$ cat src/rtl/aes_sbox_pkg.sv
// Shared types for the time-shared S-box word unit: grant codes and data FSM states.
package aes_sbox_pkg;

    localparam int SB_WORD_W = 32;

    typedef enum logic [1:0] {GNT_NONE, GNT_DATA, GNT_KEY} gnt_e;

    typedef enum logic [1:0] {ST_IDLE, ST_RUN, ST_HOLD} dst_e;

endpackage

$ cat src/rtl/sbox_slot_arb.sv
// Two-way S-box slot grant between the round datapath and the key schedule.
// Build option SBOX_KEY_PRIO_EN: key always wins on contention; otherwise round robin.
module sbox_slot_arb
    import aes_sbox_pkg::*;
(
`ifndef SBOX_KEY_PRIO_EN
    input  logic clk,
    input  logic rst_n,
`endif
    input  logic data_req,
    input  logic key_req,
    output gnt_e gnt
);

`ifdef SBOX_KEY_PRIO_EN
    always_comb begin
        gnt = GNT_NONE;
        if (key_req)       gnt = GNT_KEY;
        else if (data_req) gnt = GNT_DATA;
    end
`else
    // rr_last_q = 1 means the key schedule owned the most recent granted slot
    logic rr_last_q;
    logic rr_last_d;

    always_comb begin
        gnt       = GNT_NONE;
        rr_last_d = rr_last_q;
        if (key_req && data_req) gnt = rr_last_q ? GNT_DATA : GNT_KEY;
        else if (key_req)        gnt = GNT_KEY;
        else if (data_req)       gnt = GNT_DATA;
        if (gnt == GNT_KEY)      rr_last_d = 1'b1;
        else if (gnt == GNT_DATA) rr_last_d = 1'b0;
    end

    always_ff @(posedge clk or negedge rst_n) begin
        if (!rst_n) rr_last_q <= 1'b1;
        else        rr_last_q <= rr_last_d;
    end
`endif

endmodule

$ cat src/rtl/sbox_share_ctrl.sv
// Time-shares one 32-bit SubBytes unit between a block datapath (word per slot) and key SubWord.
// Contention policy selected by SBOX_KEY_PRIO_EN (defined: key priority; undefined: round robin).
module sbox_share_ctrl
    import aes_sbox_pkg::*;
#(
    parameter int NWORDS = 4,
    localparam int DAT_W = SB_WORD_W * NWORDS
) (
    input  logic                 clk,
    input  logic                 rst_n,
    input  logic                 dat_in_valid,
    output logic                 dat_in_ready,
    input  logic [DAT_W-1:0]     dat_in,
    output logic                 dat_out_valid,
    input  logic                 dat_out_ready,
    output logic [DAT_W-1:0]     dat_out,
    input  logic                 key_req_valid,
    output logic                 key_req_ready,
    input  logic [SB_WORD_W-1:0] key_req_word,
    output logic                 key_rsp_valid,
    output logic [SB_WORD_W-1:0] key_rsp_word,
    output logic [SB_WORD_W-1:0] sb_x,
    input  logic [SB_WORD_W-1:0] sb_y,
    output logic                 busy
);

    localparam int CNT_W = (NWORDS > 1) ? $clog2(NWORDS) : 1;
    localparam logic [CNT_W-1:0] CNT_LAST = CNT_W'(NWORDS - 1);

    dst_e                             st_q, st_d;
    logic [CNT_W-1:0]                 cnt_q, cnt_d;
    logic [NWORDS-1:0][SB_WORD_W-1:0] dat_q, dat_d;
    logic                             key_pend_q, key_pend_d;
    logic [SB_WORD_W-1:0]             key_q, key_d;
    logic                             key_rsp_valid_q, key_rsp_valid_d;
    logic [SB_WORD_W-1:0]             key_rsp_word_q, key_rsp_word_d;
    gnt_e                             gnt;

    sbox_slot_arb u_arb (
`ifndef SBOX_KEY_PRIO_EN
        .clk      (clk),
        .rst_n    (rst_n),
`endif
        .data_req (st_q == ST_RUN),
        .key_req  (key_pend_q),
        .gnt      (gnt)
    );

    always_comb begin
        st_d            = st_q;
        cnt_d           = cnt_q;
        dat_d           = dat_q;
        key_pend_d      = key_pend_q;
        key_d           = key_q;
        key_rsp_valid_d = 1'b0;
        key_rsp_word_d  = key_rsp_word_q;
        sb_x            = '0;

        case (gnt)
            GNT_DATA: sb_x = dat_q[cnt_q];
            GNT_KEY:  sb_x = key_q;
            default:  sb_x = '0;
        endcase

        // A pending key can only be served, never accepted, so these two never collide
        if (gnt == GNT_KEY) begin
            key_rsp_valid_d = 1'b1;
            key_rsp_word_d  = sb_y;
            key_pend_d      = 1'b0;
        end else if (key_req_valid && !key_pend_q) begin
            key_pend_d = 1'b1;
            key_d      = key_req_word;
        end

        case (st_q)
            ST_IDLE: if (dat_in_valid) begin
                dat_d = dat_in;
                cnt_d = '0;
                st_d  = ST_RUN;
            end
            ST_RUN: if (gnt == GNT_DATA) begin
                dat_d[cnt_q] = sb_y;
                if (cnt_q == CNT_LAST) begin
                    cnt_d = '0;
                    st_d  = ST_HOLD;
                end else begin
                    cnt_d = cnt_q + 1'b1;
                end
            end
            ST_HOLD: if (dat_out_ready) st_d = ST_IDLE;
            default: st_d = ST_IDLE;
        endcase
    end

    always_ff @(posedge clk or negedge rst_n) begin
        if (!rst_n) begin
            st_q            <= ST_IDLE;
            cnt_q           <= '0;
            dat_q           <= '0;
            key_pend_q      <= 1'b0;
            key_q           <= '0;
            key_rsp_valid_q <= 1'b0;
            key_rsp_word_q  <= '0;
        end else begin
            st_q            <= st_d;
            cnt_q           <= cnt_d;
            dat_q           <= dat_d;
            key_pend_q      <= key_pend_d;
            key_q           <= key_d;
            key_rsp_valid_q <= key_rsp_valid_d;
            key_rsp_word_q  <= key_rsp_word_d;
        end
    end

    assign dat_in_ready  = (st_q == ST_IDLE);
    assign dat_out_valid = (st_q == ST_HOLD);
    assign dat_out       = dat_q;
    assign key_req_ready = !key_pend_q;
    assign key_rsp_valid = key_rsp_valid_q;
    assign key_rsp_word  = key_rsp_word_q;
    assign busy          = (st_q != ST_IDLE) || key_pend_q;

endmodule
$ cat config.mk
export PLATFORM = sky130hd
export DESIGN_NAME = sbox_share_ctrl
export DESIGN_NICKNAME = d
export VERILOG_FILES = /design/src/rtl/aes_sbox_pkg.sv /design/src/rtl/sbox_slot_arb.sv /design/src/rtl/sbox_share_ctrl.sv
export SDC_FILE = /design/constraint.sdc
export NUM_CORES = 1
export LEC_CHECK = 0
export BUFFER_PORTS_ARGS = -buffer_cell sky130_fd_sc_hd__buf_2
export CELL_PAD_IN_SITES_DETAIL_PLACEMENT = 1
export CELL_PAD_IN_SITES_GLOBAL_PLACEMENT = 2
export CORE_MARGIN = 3
export CORE_UTILIZATION = 28
export DETAILED_ROUTE_END_ITERATION = 7
export PLACE_DENSITY = 0.82
export SLEW_MARGIN = 40
export SYNTH_ARGS = -nofsm -noshare
export SYNTH_HDL_FRONTEND = slang
export SYNTH_SLANG_ARGS = --single-unit
$ cat constraint.sdc
create_clock -name clk -period 2.8 [get_ports clk]
set_clock_uncertainty 0.1 [all_clocks]
set_input_delay 0.28 -clock clk [delete_from_list [all_inputs] [get_ports clk]]
set_output_delay 0.28 -clock clk [all_outputs]
set_load 0.03 [all_outputs]
==> results_dict.tcl, run 1 <==
set metrics [dict create \
    status "complete, but fails checks" \
    violations "setup timing" \
    swShare 0.479 \
    slew_headroom 0.518 \
    avgRoutedWirePerCell_microns 22.5 \
    worstReg2RegStart "st_q[1]" \
    p_total_mw 20.5 \
    setup_viol_count_final 32 \
    synth.yosys.seq_area_share 0.440 \
    nFillCells 4523 \
    rows 73 \
    avgSynthCellArea_sq_um 11.1 \
    clkTransAtPathRegs_ns 0.07 \
    utilization 0.387 \
    fin_area_sq_mm 0.0154 \
    tightest_slew_ns 0.723 \
    end_kind "primary output" \
    place_congestion 0.789 \
    min_path_type "in -> reg" \
    multi_input_area_sq_mm 0.00557 \
    final_nets 1651 \
    grt_usage 0.205 \
    fin_cells 1992 \
    cap_viol_max_count 0 \
    final_cell_mix "buf_2, dfrtp_1, mux2i_1, mux2_2, inv_1" \
    internal_power_mw 10.7 \
    netlist_area_sq_mm 0.0113 \
    combPwrFrac 0.627 \
    antenna_found_initial 9 \
    worst_hold_slack_ns 0.0418 \
    ys_seq_elements 199 \
    post-route-period-util 1.07 \
    cts_tree "done" \
    slew_violations 0 \
    period_minus_slack_ns 2.99 \
    finalHoldViolations 0 \
    dieHeight_microns 207 \
    clock_latency_ns 0.45 \
    cp_cell_sequence "nor2b_4, o21a_1, inv_2, ha_4, or3b_4, buf_12, o22ai_2, a21o_2, buf_6" \
    arrival_ns 2.61 \
    hpwlAfterDp_microns 31100 \
    root_buffer "clkbuf_16" \
    synth_top_area_share 0.437 \
    ant_nets 0 \
    core_sq_mm 0.0398 \
    drt-total-wl_microns 44900 \
    cp-start-kind "flip-flop" \
    tns_ns -4.89 \
    syn_inst 1019 \
    power.share.clock 0.117 \
    drc_errors 0 \
    grt_max_degree 93 \
    seq_area_sq_mm 0.00498 \
    drive_above_1_share 0.499 \
    startpoint "st_q[1]" \
    ir_drop_mv 0.880 \
    fmax_mhz 335 \
    numCtsBuffers 17 \
    rsz0062_at_grt "true" \
    synthToLayoutAreaGrowth_pct 36.0 \
    grt_overflow 0 \
    p_per_area_mw_per_mm2 1330 \
    grt_pass1_wl_microns 67000 \
    post_drt_via_cell_ratio 4.77 \
    drtIter0Drc 361 \
    syn-num-nets 1223 \
    die_x_microns 207 \
    port_buffers 393 \
    placed_area_sq_mm 0.0140 \
    io_pins 394 \
    layout_commonest_cell "buf_2" \
    die-area_sq_mm 0.0429 \
    min_from "sb_y[17]" \
    synth_top_cell_by_area "dfrtp_1" \
    grt_pass1_vias 10500 \
    setup_slack_ns -0.187 \
    vias 9496 \
    yosys_warnings 0 \
    numPlacedInstances 1902 \
    dp_slack_ns 0.0599 \
    critPathSlowestCell "or3b_4" \
    path_class "reg -> out" \
    cpPeakStageDelay_ns 0.43 \
    p_sw_mw 9.80 \
    synth_area_leaders "dfrtp_1, mux2_2, mux2i_1" \
    synth_cell_types 29 \
    cts_sinks 199 \
    seq_power_share 0.257 \
    clockBufferDepth 2 \
    initial_core_util 0.284 \
    required_ns 2.42 \
    drt_first_pass_iters 4 \
    p_leak_nw 8.69 \
    worstPathMaxFanout 16 \
    h-tree-depth 4 \
]
power groups by stage:
| stage | sequential [mW] | clock [mW] | combinational, mW |
|---|---|---|---|
| floorplan | 7.01 | 0 | 6.59 |
| global placement | 5.24 | 0 | 11.8 |
| detailed placement | 5.30 | 0 | 12.1 |
| CTS | 5.26 | 2.49 | 12.8 |
| global route | 5.44 | 2.59 | 13.6 |
| finish | 5.26 | 2.39 | 12.8 |
logic make-up after synthesis:
family | share of synthesized area
buffers and inverters | 0.0910
AND/OR/NAND/NOR | 0.0527
AO/OA/AOI/OAI | 0.0483
flip-flops | 0.440
adder cells (fa/ha/maj) | 0.00773
multiplexers | 0.361
state kept, by name (all words and copies together), names as in the netlist:
signal and count:
key_q 32, key_rsp_valid 1, u_arb.rr_last_q 1, key_pend_q 1, key_rsp_word 32, dat_out 128, st_q 2, cnt_q 2
area by class of cell:
class / instances / area share
repair buffers: 481 / 0.204
well taps: 525 / 0.0426
clock buffers: 21 / 0.0299
flip-flops and latches: 199 / 0.324
diodes: 7 / 0.00114
clock inverters: 11 / 0.00495
inverters: 134 / 0.0327
multi-input cells: 614 / 0.361
critical path, delay by kind of cell (launching register included):
family,cells,cell delay (ns)
simple gates,2,0.60
compound gates,3,0.51
fa+ha+maj,1,0.23
flops,1,0.42
buf+inv,3,0.38
synthesized netlist by cell type (all sizes together):
cell	count
or3b	1
nand2b	1
o21a	1
mux2i	192
or4b	1
nand3	4
nand2	129
inv	134
a22o	2
o22ai	33
a21oi	5
mux2	192
buf	47
dfrtp	198
nand3b	2
nor2	2
nor2b	4
nor3b	1
dfstp	1
a21o	33
o21ai	2
clkbuf	25
o21bai	1
ha	7
a32o	1
final timing paths:
check                      cells past startpoint  slack [ns]                to
max                                            9       -0.19          sb_x[18]
min                                            2        0.04  key_rsp_word[17]
max reg2reg                                    8        0.38       dat_out[81]
min reg2reg                                    1        0.40  key_rsp_word[29]
max in group asynchronous                      3        1.49      dat_out[102]
min in group asynchronous                      2        0.29   key_rsp_word[6]
layer usage:
layer	vias to the layer above	track usage	part of all wire
li1	4287	-	-
met1	4840	0.248	0.41
met2	303	0.359	0.51
met3	62	0.0500	0.059
met4	4	0.0632	0.020
met5	-	0	0.00076
timing repair:
| item | in CTS | in global routing |
|---|---|---|
| pin swaps | 1 | 0 |
| endpoints found under the hold margin | 104 | 0 |
| hold buffers | 44 | 0 |
| gates resized for setup | 76 | 19 |
| endpoints found under the setup margin | 32 | 32 |
| cloned | 2 | 0 |
| setup buffers | 6 | 0 |
(Power assumes the default switching activity.)
==> inputs of run 2 (changes only) <==
--- a/config.mk
+++ b/config.mk
@@ -12,6 +12,7 @@
 export CORE_UTILIZATION = 28
 export DETAILED_ROUTE_END_ITERATION = 7
 export PLACE_DENSITY = 0.82
+export SETUP_SLACK_MARGIN = 0.4
 export SLEW_MARGIN = 40
 export SYNTH_ARGS = -nofsm -noshare
 export SYNTH_HDL_FRONTEND = slang
==> run 2 against run 1 <==
The flow still finishes with violations (setup timing). Final cell count up 1.2%. Count of clock-buffer cells in the layout down 2. Register-to-register slack about the same. Total power is 5.7% higher. Fmax decreased by 1.6%. Largest power group unchanged. Non-clock buffer count up 24. Sequential power increased by 3%. Sequential share of layout area decreased by 1.6 points. Via count up 1.3%. Clock power rose by 13%. Critical path depth stayed put.
==> results_dict.tcl, run 2 (synthesis results as in run 1) <==
set metrics [dict create \
    status "complete, but fails checks" \
    violations "setup timing" \
    multi_input_area_sq_mm 0.00598 \
    p_per_area_mw_per_mm2 1340 \
    finalHoldViolations 0 \
    dieHeight_microns 207 \
    drt-met1-wl_microns 19200 \
    drtIter0Drc 283 \
    root_buffer "clkbuf_16" \
    io_pins 394 \
    rows 73 \
    slew_violations 0 \
    cp-start-kind "flip-flop" \
    cpPeakStageDelay_ns 0.45 \
    slew_headroom 0.457 \
    p_leak_nw 8.92 \
    met2WireLength_microns 23800 \
    critPathSlowestCell "or3b_4" \
    numCtsBuffers 17 \
    vias 9620 \
    worst_hold_slack_ns 0.0451 \
    wl_met3_microns 2360 \
    cp_cell_sequence "nor2b_4, o21a_1, inv_2, ha_4, or3b_4, buf_12, o22ai_2, a21o_4, buf_4" \
    required_ns 2.42 \
    cap_viol_max_count 0 \
    drc_errors 0 \
    hpwlAfterDp_microns 31500 \
    die_x_microns 207 \
    period_minus_slack_ns 3.03 \
    drt-total-wl_microns 46500 \
    nFillCells 4480 \
    worstPathMaxFanout 15 \
    layout_commonest_cell "buf_2" \
    utilization 0.407 \
    core_sq_mm 0.0398 \
    cts_sinks 199 \
    grt_max_degree 62 \
    end_kind "primary output" \
    min_path_type "in -> reg" \
    clkTransAtPathRegs_ns 0.08 \
    critPathBufInv 3 \
    drt_first_pass_iters 4 \
    synthToLayoutAreaGrowth_pct 43.0 \
    antenna_found_initial 6 \
    crit_family "simple AND/OR/NAND/NOR gates" \
    fmax_mhz 330 \
    clock_latency_ns 0.48 \
    arrival_ns 2.65 \
    routed.top_layer "met4" \
    rsz0062_at_grt "true" \
    setup_slack_ns -0.235 \
    ant_nets 0 \
    tightest_slew_ns 0.815 \
    post-route-period-util 1.08 \
    largest_register_ffs 128 \
    grt_overflow 0 \
    place_congestion 0.801 \
    grt_pass1_wl_microns 68600 \
    final_nets 1675 \
    cts_tree "done" \
    setup_viol_count_final 32 \
    drive_above_1_share 0.506 \
    final_cell_mix "buf_2, dfrtp_1, mux2i_1" \
    seq_area_sq_mm 0.00498 \
    grt_usage 0.210 \
    die-area_sq_mm 0.0429 \
    clockBufferDepth 2 \
    port_buffers 393 \
    ir_drop_mv 0.835 \
    h-tree-depth 4 \
    dp_slack_ns 0.0858 \
    initial_core_util 0.284 \
    post_drt_via_cell_ratio 4.77 \
    path_class "reg -> out" \
    grt_pass1_vias 10600 \
    avgRoutedWirePerCell_microns 23.1 \
]
## run 2: cell count changes in the layout (fill, tap and decap cells not counted), moves of 11 or more
cell and delta:
a21o_2 -28, o22ai_4 +11, mux2_4 +17, mux2_2 -17, dlygate4sd3_1 +17, o22ai_1 -11, a21o_4 +30
## run 2: power breakdown
group          total [mW]  switching [mW]  internal (mW)
combinational        13.5            7.79           5.76
sequential           5.40            1.19           4.21
clock                2.70            1.26           1.44
total                21.6            10.2           11.4
## run 2: cell type report
cell class	count	area share
multi-input combinational	614	0.369
tap	525	0.0406
clock buffer	19	0.0274
inverter	134	0.0311
antenna	7	0.00108
sequential	199	0.308
timing repair buffer	505	0.212
clock inverter	13	0.0104
## run 2: routing by layer
metal / up-vias / track usage
met1: 4939 / 0.249
met3: 55 / 0.0536
li1: 4342 / -
met5: - / 0
met2: 284 / 0.371
met4: 0 / 0.0726
## run 2: through the flow
stage / instance area (sq um) / std cells / power [mW] / setup TNS [ns]
after global placement: 14300 / 1900 / 17.6 / 0
after detailed placement: 14300 / 1900 / 17.9 / 0
final: 16200 / 2016 / 21.6 / -5.35
after floorplan: 11800 / 1019 / 14.2 / 0
after global routing: 16200 / 2014 / 22.8 / -8.08
after CTS: 15900 / 2000 / 21.4 / -6.46
## run 2: final timing paths
path                       slack (ns)        startpoint  depth (start not counted)          endpoint
setup / recovery                -0.23           st_q[1]                          9           sb_x[7]
hold / removal                   0.05          sb_y[23]                          2  key_rsp_word[23]
setup reg to reg                 0.38           st_q[1]                         10         key_q[14]
hold reg to reg                  0.40  key_rsp_word[27]                          1  key_rsp_word[27]
max in group asynchronous        1.54             rst_n                          3         key_q[31]
min in group asynchronous        0.24             rst_n                          2      dat_out[124]
## run 2: timing repair
| item | in CTS | in global routing |
|---|---|---|
| resized for setup | 80 | 40 |
| hold buffers | 61 | 0 |
| setup endpoints to repair | 96 | 164 |
| pin swaps | 1 | 4 |
| buffers inserted | 6 | 6 |
| cloned | 1 | 3 |
| endpoints found under the hold margin | 117 | 0 |
==> inputs of run 3 (changes only) <==
--- a/config.mk
+++ b/config.mk
@@ -5,13 +5,14 @@
 export SDC_FILE = /design/constraint.sdc
 export NUM_CORES = 1
 export LEC_CHECK = 0
+export ABC_AREA = 1
 export BUFFER_PORTS_ARGS = -buffer_cell sky130_fd_sc_hd__buf_2
 export CELL_PAD_IN_SITES_DETAIL_PLACEMENT = 1
 export CELL_PAD_IN_SITES_GLOBAL_PLACEMENT = 2
 export CORE_MARGIN = 3
-export CORE_UTILIZATION = 28
+export CORE_UTILIZATION = 24
 export DETAILED_ROUTE_END_ITERATION = 7
-export PLACE_DENSITY = 0.82
+export PLACE_DENSITY = 0.83
 export SETUP_SLACK_MARGIN = 0.4
 export SLEW_MARGIN = 40
 export SYNTH_ARGS = -nofsm -noshare
==> run 3 against run 2 <==
The flow now finishes without violations. Hold slack lost 0.0084 ns. Worst setup slack better by 0.25 ns. Critical path type unchanged. Final cell count rose by 34%. Utilization is 3.8 points lower. Sequential share of layout area decreased by 0.58 points. Synthesized area down 2.5%.
==> results_dict.tcl, run 3 <==
set metrics [dict create \
    status "finished, final reports clean" \
    rrSetupSlack_ns 0.51 \
    timing.rr.end "key_q[15]" \
    min_from "dat_in[66]" \
    fin_cells 2708 \
    async_flop_share 1.00 \
    numPlacedInstances 2535 \
    drtIter0Drc 900 \
    largest_register_ffs 128 \
    grt_overflow 0 \
    layout_commonest_cell "nand2_1" \
    synth.yosys.seq_area_share 0.451 \
    cap_viol_max_count 0 \
    drive_above_1_share 0.276 \
    drc_errors 0 \
    dieHeight_microns 221 \
    synth_area_leaders "dfrtp_1, nand2_1, nand3_1" \
    dp_slack_ns 0.0627 \
    grt_max_degree 134 \
    setup_viol_count_final 0 \
    vias 13300 \
    place_congestion 0.878 \
    syn-num-nets 1843 \
    yosys_warnings 0 \
    yosys-top-cells-count "nand2_1, nand3_1, dfrtp_1, o21ai_0, clkbuf_1" \
    grt_use_met3 0.0551 \
    placed_area_sq_mm 0.0138 \
    io_pins 394 \
    slew_headroom 0.564 \
    worstPathMaxFanout 6 \
    die_x_microns 221 \
    synth_most_common_cell "nand2_1" \
    fmax_mhz 359 \
    port_buffers 393 \
    ff2ff_path_depth 12 \
    tightest_slew_ns 0.654 \
    hpwlAfterDp_microns 44300 \
    synthToLayoutAreaGrowth_pct 49.5 \
    drt-total-wl_microns 62900 \
    path_class "reg -> out" \
    period_minus_slack_ns 2.78 \
    worstReg2RegStart "u_arb.rr_last_q" \
    p_per_area_mw_per_mm2 1380 \
    p_leak_nw 8.52 \
    grtUsageMet1 0.308 \
    cp-start-kind "flip-flop" \
    slew_violations 0 \
    grt_pass1_vias 14100 \
    end_kind "primary output" \
    numCtsBuffers 17 \
    ys_seq_elements 199 \
    post_drt_via_cell_ratio 4.90 \
    min_path_cells 5 \
    core_sq_mm 0.0448 \
    root_buffer "clkbuf_16" \
    p_total_mw 22.7 \
    post-route-period-util 0.994 \
    final_cell_mix "nand2_1, buf_2, nand3_1" \
    min_path_type "in -> reg" \
    drt_first_pass_iters 8 \
    synth_cell_types 18 \
    initial_core_util 0.247 \
    setup_slack_ns 0.0161 \
    min_to "dat_out[66]" \
    h-tree-depth 4 \
    required_ns 2.42 \
    syn_inst 1639 \
    ir_drop_mv 0.779 \
    die-area_sq_mm 0.0486 \
    clock_latency_ns 0.50 \
    final_nets 2306 \
    finalHoldViolations 0 \
    nFillCells 5597 \
    grt_pass1_wl_microns 91300 \
    avgRoutedWirePerCell_microns 23.2 \
    grt_util_met2 0.441 \
    rsz0062_at_grt "true" \
    clockBufferDepth 2 \
    synth_edf_count 0 \
    avgSynthCellArea_sq_um 6.74 \
    rows 77 \
    synth-main-ff-cell "dfrtp_1" \
    cts_sinks 199 \
    netlist_area_sq_mm 0.0110 \
    synth_top_cell_by_area "dfrtp_1" \
    ant_nets 0 \
    clkTransAtPathRegs_ns 0.07 \
    antenna_found_initial 4 \
    arrival_ns 2.40 \
    fin_area_sq_mm 0.0165 \
    synth_top_area_share 0.449 \
    cts_tree "done" \
    grt_usage 0.256 \
    busiest_layer "met2" \
]
## run 3: changes by cell type in the layout (fill, tap and decap cells not counted), sizes merged, moves of 9 or more
| cell | before | now |
|---|---|---|
| mux2i | 192 | 0 |
| dlygate4sd3 | 61 | 123 |
| o21ai | 2 | 134 |
| inv | 138 | 17 |
| a21o | 33 | 0 |
| nand2 | 129 | 852 |
| o22ai | 33 | 0 |
| buf | 440 | 449 |
| nand3 | 4 | 292 |
| mux2 | 192 | 0 |
## run 3: through the flow
stage	hold slack (ns)	setup TNS [ns]	utilization
after floorplan	-0.116	0	-
after global placement	0.138	0	0.308
after detailed placement	0.136	0	0.308
after CTS	0.000182	0	0.362
after global routing	0.0331	-1.90	0.369
final	0.0367	0	0.369
## run 3: cell families (layout without fill, tap and decap cells)
kind of cell,after synthesis,after routing,share of synthesized area
and+or+nand+nor,1150,1150,0.425
DFF,199,199,0.451
buffers and inverters,148,623,0.0550
AOI/OAI and AO/OA,135,135,0.0612
adders and majority gates,7,7,0.00793
other,0,2,0
## run 3: how the worst max path moves through the flow
stage | start | end
after detailed placement | st_q[1] | sb_x[20]
final | u_arb.rr_last_q | sb_x[19]
after CTS | u_arb.rr_last_q | sb_x[0]
after global placement | st_q[1] | sb_x[18]
after global routing | u_arb.rr_last_q | sb_x[24]
after floorplan | st_q[1] | sb_x[14]
## run 3: critical path: stages (launching register included)
cell and delay [ns]:
dfstp_2 0.53, inv_2 0.05, a21oi_4 0.14, inv_2 0.06, buf_6 0.12, ha_4 0.25
nor2_4 0.11, buf_12 0.15, clkbuf_16 0.17, nand3_2 0.08, nand2_2 0.10, buf_6 0.13
## run 3: power by group
group,switching (mW),internal (mW)
Clock,1.23,1.49
Sequential,1.18,4.15
Combinational,10.3,4.37
## run 3: per-layer routing
metal | up-vias | share of wire | wire length (microns)
met4 | 2 | 0.043 | 2710
met1 | 6527 | 0.41 | 25600
met3 | 101 | 0.058 | 3620
met2 | 454 | 0.49 | 31000
li1 | 6180 | - | -
met5 | - | 0.00011 | 7
## run 3: layout make-up
| class | count | area, sq um | share of cell area |
|---|---|---|---|
| Sequential cell | 199 | 4990 | 0.302 |
| Clock inverter | 8 | 120 | 0.00727 |
| Multi-Input combinational cell | 1292 | 5940 | 0.360 |
| Clock buffer | 23 | 488 | 0.0295 |
| Tap cell | 592 | 741 | 0.0449 |
| Timing Repair Buffer | 574 | 4150 | 0.251 |
| Antenna cell | 2 | 5.00 | 0.000303 |
| Inverter | 18 | 82.6 | 0.00500 |
## run 3: repair_timing
item / 4_1_cts / 5_1_grt
cloned: 3 / 2
hold buffers: 123 / 0
endpoints found under the hold margin: 168 / 0
buffers inserted: 10 / 2
pin swaps: 14 / 14
endpoints found under the setup margin: 126 / 93
resized for setup: 111 / 42
